--- src/rtl/mem_port_sched.sv ---
// Single-port memory arbiter: loader owns the port after reset, CPU runs after a
// fixed boot window, dump reader takes over on request or halt.
`timescale 1ns/1ps
module mem_port_sched #(
  parameter int ADDR_W      = 32,
  parameter int BOOT_CYCLES = 4,
  parameter int LOAD_WORDS  = 25
) (
  input  logic              clk,
  input  logic              rst,
  input  logic              ldr_wr_en,
  input  logic [ADDR_W-1:0] ldr_addr,
  input  logic [31:0]       ldr_wdata,
  input  logic              ldr_done,
  input  logic              dump_req,
  input  logic [ADDR_W-1:0] dump_addr,
  input  logic [ADDR_W-1:0] cpu_addr,
  input  logic              cpu_wr_en,
  input  logic [31:0]       cpu_wdata,
  input  logic              cpu_halt,
  input  logic [31:0]       mem_rdata,
  output logic [ADDR_W-1:0] mem_addr,
  output logic              mem_wr_en,
  output logic [31:0]       mem_wdata,
  output logic [31:0]       cpu_rdata,
  output logic [31:0]       dump_rdata,
  output logic              cpu_rst,
  output logic              cpu_stall,
  output logic [2:0]        state_o,
  output logic [15:0]       load_cnt,
  output logic              err_flag
);

  typedef enum logic [2:0] {
    S_LOAD  = 3'd0,
    S_BOOT  = 3'd1,
    S_RUN   = 3'd2,
    S_DRAIN = 3'd3,
    S_DUMP  = 3'd4
  } state_t;

  localparam int                BC_W       = (BOOT_CYCLES > 1) ? $clog2(BOOT_CYCLES) : 1;
  localparam logic [BC_W-1:0]   BOOT_LAST  = BC_W'(BOOT_CYCLES - 1);
  localparam logic [ADDR_W-1:0] LOAD_LIMIT = ADDR_W'(LOAD_WORDS * 4);

  state_t            r_state;
  logic [BC_W-1:0]   r_boot_cnt;
  logic [15:0]       r_load_cnt;
  logic              r_err;

  logic w_ldr_ok;
  logic w_ldr_acc;
  logic w_ldr_rej;

  // Anything at or past the image end is treated as a corrupt loader stream.
  assign w_ldr_ok  = (ldr_addr < LOAD_LIMIT);
  assign w_ldr_acc = ldr_wr_en &  w_ldr_ok;
  assign w_ldr_rej = ldr_wr_en & ~w_ldr_ok;

  always_ff @(posedge clk or posedge rst) begin
    if (rst) begin
      r_state    <= S_LOAD;
      r_boot_cnt <= '0;
      r_load_cnt <= '0;
      r_err      <= 1'b0;
    end else begin
      case (r_state)
        S_LOAD: begin
          if (w_ldr_acc && (r_load_cnt != 16'hFFFF))
            r_load_cnt <= r_load_cnt + 16'd1;
          if (w_ldr_rej)
            r_err <= 1'b1;
          // A write arriving with done must land before the port is handed over.
          if (ldr_done && !ldr_wr_en) begin
            r_state    <= S_BOOT;
            r_boot_cnt <= '0;
          end
        end
        S_BOOT: begin
          if (r_boot_cnt == BOOT_LAST) begin
            r_state    <= S_RUN;
            r_boot_cnt <= '0;
          end else begin
            r_boot_cnt <= r_boot_cnt + BC_W'(1);
          end
        end
        S_RUN: begin
          if (dump_req || cpu_halt)
            r_state <= S_DRAIN;
        end
        S_DRAIN: r_state <= S_DUMP;
        S_DUMP: begin
          if (!dump_req && !cpu_halt)
            r_state <= S_RUN;
        end
        default: r_state <= S_LOAD;
      endcase
    end
  end

  always_comb begin
    mem_addr  = cpu_addr;
    mem_wdata = cpu_wdata;
    mem_wr_en = 1'b0;
    cpu_rst   = 1'b1;
    cpu_stall = 1'b0;
    case (r_state)
      S_LOAD: begin
        mem_addr  = ldr_addr;
        mem_wdata = ldr_wdata;
        mem_wr_en = w_ldr_acc;
      end
      S_BOOT: ;
      S_RUN: begin
        mem_wr_en = cpu_wr_en;
        cpu_rst   = 1'b0;
      end
      // Stall is up but a store already issued by the CPU still commits here.
      S_DRAIN: begin
        mem_wr_en = cpu_wr_en;
        cpu_rst   = 1'b0;
        cpu_stall = 1'b1;
      end
      S_DUMP: begin
        mem_addr  = dump_addr;
        cpu_rst   = 1'b0;
        cpu_stall = 1'b1;
      end
      default: ;
    endcase
  end

  assign cpu_rdata  = mem_rdata;
  assign dump_rdata = mem_rdata;
  assign state_o    = r_state;
  assign load_cnt   = r_load_cnt;
  assign err_flag   = r_err;

endmodule
--- config.mk ---
export PLATFORM = sky130hd
export DESIGN_NAME = mem_port_sched
export DESIGN_NICKNAME = d
export VERILOG_FILES = /design/src/rtl/mem_port_sched.sv
export SDC_FILE = /design/constraint.sdc
export NUM_CORES = 1
export LEC_CHECK = 0
export ABC_AREA = 1
export BUFFER_PORTS_ARGS = -buffer_cell sky130_fd_sc_hd__buf_2
export CORE_AREA = 2 2 136 138
export CTS_CLUSTER_DIAMETER = 50
export CTS_CLUSTER_SIZE = 12
export DETAILED_ROUTE_END_ITERATION = 8
export DIE_AREA = 0 0 138 140
export PLACE_DENSITY_LB_ADDON = 0.12
export SLEW_MARGIN = 10
export SYNTH_ARGS = -nofsm -noshare
export SYNTH_HDL_FRONTEND = slang
export SYNTH_SLANG_ARGS = --single-unit
--- constraint.sdc ---
create_clock -name clk -period 1.73 [get_ports clk]
set_input_delay 0.173 -clock clk [delete_from_list [all_inputs] [get_ports clk]]
set_output_delay 0.173 -clock clk [all_outputs]
set_load 0.01 [all_outputs]
==> impl_metrics.py <==
metrics = {
    "run_status": {
        "outcome": "finished, final reports clean",
    },
    "grt": {
        "antenna_found_initial": 1,
        "grt_pass1_vias": 3874,
        "gr-total-overflow": 0,
        "grt_pass1_wl_mm": 22.1,
        "grt_usage_pct": 14.2,
        "grt_max_degree": 46,
    },
    "critical_path": {
        "path_cells": "nor2_4 > buf_6 > nand2_8 > clkinv_8 > clkbuf_16 > nand2_1 > o211ai_1 > buf_2",
        "startpoint": "state_o[1]",
        "cp-end-kind": "output pin",
        "crit_type": "register to output pin",
        "critPathLaunchType": "register",
        "timing.rr.end": "load_cnt[15]",
        "arrival_ns": 1.55,
        "rrSetupSlack_ns": 0.18,
        "reg2reg_from": "state_o[1]",
        "critPathMaxStageDelay_ns": 0.41,
        "required_ns": 1.56,
        "critPathCapture": "mem_addr[25]",
        "rr_worst_depth": 9,
        "critPathSlowestCell": "dfrtp_1",
        "critPathMaxFanout": 8,
    },
    "timing": {
        "grt_setup_unrepaired": "true",
        "relSlewSlack_pct": 78.3,
        "hold_violations": 0,
        "whs_ns": 0.202,
        "skew_ns": 0.00425,
        "tightest_slew_ns": 0.325,
        "setup_viol": 0,
        "finalCriticalPeriod_ns": 1.72,
        "fin_ws_ns": 0.00554,
        "maxSlewViolCount": 0,
        "setup-tns-final_ns": 0,
        "max_clock_freq_ghz": 0.580,
        "fin_crit_sh_pct": 99.7,
    },
    "synth": {
        "async_flop_share_pct": 100,
        "synthMuxAreaShare_pct": 0,
        "yosysSeqAreaShare_pct": 17.9,
        "synth_edf_count": 0,
        "synth_xor_area_share_pct": 2.00,
        "synth_cell_type_count": 31,
        "syn-instance-count": 530,
        "synthAdderAreaFrac_pct": 0.815,
        "synth-compound-area-share_pct": 4.53,
        "synth_area_sq_mm": 0.00307,
        "synth_warnings": 0,
        "ys_seq_elements": 22,
        "syn_nets": 731,
        "synthFlopType": "dfrtp_1",
        "avgSynthCellArea_sq_um": 5.79,
        "yosys.area_share.simple_pct": 51.7,
        "synth_top_family_by_area": "simple AND/OR/NAND/NOR gates",
    },
    "floorplanning": {
        "initial_core_util_pct": 17.3,
        "fp-row-count": 49,
        "boundaryPins": 350,
        "fp.dieArea_sq_mm": 0.0193,
        "dieWidth_microns": 138,
        "coreArea_sq_mm": 0.0178,
        "die_h_microns": 140,
    },
    "final_layout": {
        "nets": 948,
        "final_util_pct": 26.2,
        "n_antenna_cell": 0,
        "drive_above_1_share_pct": 47.1,
        "area_delta_synth_final_pct": 52.1,
        "final_cells": 975,
    },
    "drt": {
        "vias_per_cell": 4.14,
        "drtIter0Drc": 185,
        "drt-pass1-iter-count": 4,
        "drc": 0,
        "drt_wl_total_mm": 15.1,
        "num_vias": 4038,
        "wl_per_cell_microns": 15.5,
        "ant_nets": 0,
    },
    "clock_network": {
        "clkSinkCount": 22,
        "clk_pin_slew_ns": 0.06,
        "tritoncts": "built",
        "clockBufferDepth": 2,
        "cts_root_buf": "clkbuf_16",
        "htree_levels": 1,
        "cts_buffers": 3,
        "insertion_delay_ns": 0.26,
    },
    "place": {
        "dpl_worst_slack_ns": 0.200,
        "place_hpwl_mm": 12.6,
        "place_congestion": 0.858,
        "portBuffers": 253,
        "placed_cells": 962,
    },
    "min_path": {
        "hp-class": "input pin to register",
    },
    "power_and_ir_drop": {
        "p_per_area_mw_per_mm2": 1240,
        "p_leak_uw": 0.00270,
        "irDropWorstVdd_v": 0.000646,
    },
    "job": {
        "cap_violations": 0,
    },
}
==> kinds of logic (layout without fill, tap and decap cells) <==
| group | Yosys count | in the layout |
|---|---|---|
| simple gates | 361 | 361 |
| buf+inv | 118 | 334 |
| flops | 22 | 22 |
| compound gates | 20 | 20 |
| xor+xnor | 7 | 7 |
| fa+ha+maj | 2 | 2 |
==> report_power, final <==
group	switching [uW]	internal (uW)	total (uW)
Sequential	71.1	574	645
Combinational	2760	1840	4600
Clock	199	353	552
Total	3030	2770	5800
==> area by class of cell <==
cell class              instances  area, sq um
well taps                     229          287
multi-input cells             390         1890
fillers                      2109        13100
clock buffers                   4         88.8
inverters                      35          146
flip-flops and latches         22          552
repair buffers                295         1710
==> metrics by stage <==
stage / power [uW] / instance area [sq um]
2_1_floorplan: 3050 / 3070
3_3_place_gp: 4990 / 4350
3_5_place_dp: 5010 / 4350
4_1_cts: 5590 / 4450
5_1_grt: 6300 / 4670
6_report: 5800 / 4670
==> cells in the mapped netlist, types with 3 or more instances <==
library cell	n	area, sq um
buf_4	64	480
nand4_1	18	113
clkbuf_1	14	52.6
nor2_4	5	56.3
xor2_1	5	43.8
inv_1	29	109
nor3_1	3	15.0
nand2_1	248	931
nor2_1	28	105
o21ai_0	3	15.0
nand3_1	32	160
o211ai_1	12	90.1
nand2_2	20	125
dfrtp_1	22	551
buf_2	4	20.0
inv_2	3	11.3
==> sequential cells by signal, indices dropped and copies added (netlist names) <==
signal,cells
load_cnt,16
err_flag,1
state_o,3
r_boot_cnt,2
==> layer usage <==
metal	wire [microns]	GRT usage, %	vias to the layer above
met5	11	0	-
met4	168	2.26	2
met3	1180	3.52	12
met2	7800	26.2	192
met1	5940	16.9	1806
li1	-	-	2026
==> cell usage in the layout (no fill, tap or decap), types with 2 or more instances in the layout <==
| cell | Yosys | final |
|---|---|---|
| nor2_1 | 28 | 28 |
| inv_2 | 3 | 2 |
| nand4_1 | 18 | 18 |
| nor2_4 | 5 | 5 |
| nor3_1 | 3 | 3 |
| o21ai_0 | 3 | 3 |
| nand3_1 | 32 | 30 |
| o211ai_1 | 12 | 12 |
| xor2_1 | 5 | 5 |
| dfrtp_1 | 22 | 21 |
| clkinv_1 | 2 | 2 |
| nand3_2 | 0 | 2 |
| nand2_1 | 248 | 232 |
| buf_2 | 4 | 251 |
| inv_1 | 29 | 29 |
| buf_12 | 1 | 4 |
| clkbuf_16 | 0 | 6 |
| nand3b_1 | 2 | 2 |
| buf_6 | 0 | 4 |
| a21oi_1 | 2 | 2 |
| xnor2_1 | 2 | 2 |
| nand2_4 | 1 | 2 |
| ha_1 | 2 | 2 |
| buf_4 | 64 | 32 |
| nand2_2 | 20 | 34 |
==> timing repair <==
item                       CTS  global route
hold endpoints to repair    22             0
setup buffers                0             4
resized for setup            0            30
hold buffers                 1             0
setup endpoints to repair    2            53
pin swaps                    1             7
cloned                       0             4
==> worst min-delay path by stage <==
stage	slack (ns)	end	cells after the start	start
floorplan	0.16	err_flag	1	rst
global placement	0.25	r_boot_cnt[1]	3	rst
detailed placement	0.25	r_boot_cnt[1]	3	rst
CTS	0.21	state_o[1]	4	cpu_halt
global route	0.22	state_o[1]	4	cpu_halt
finish	0.20	state_o[1]	4	cpu_halt
==> critical path, delay by kind of cell (launching register included) <==
| kind | cells | cell delay (ns) |
|---|---|---|
| AO/OA/AOI/OAI | 1 | 0.07 |
| buffers and inverters | 4 | 0.54 |
| flip-flops | 1 | 0.41 |
| AND/OR/NAND/NOR | 3 | 0.27 |
Power figures use the tool's default switching activity.
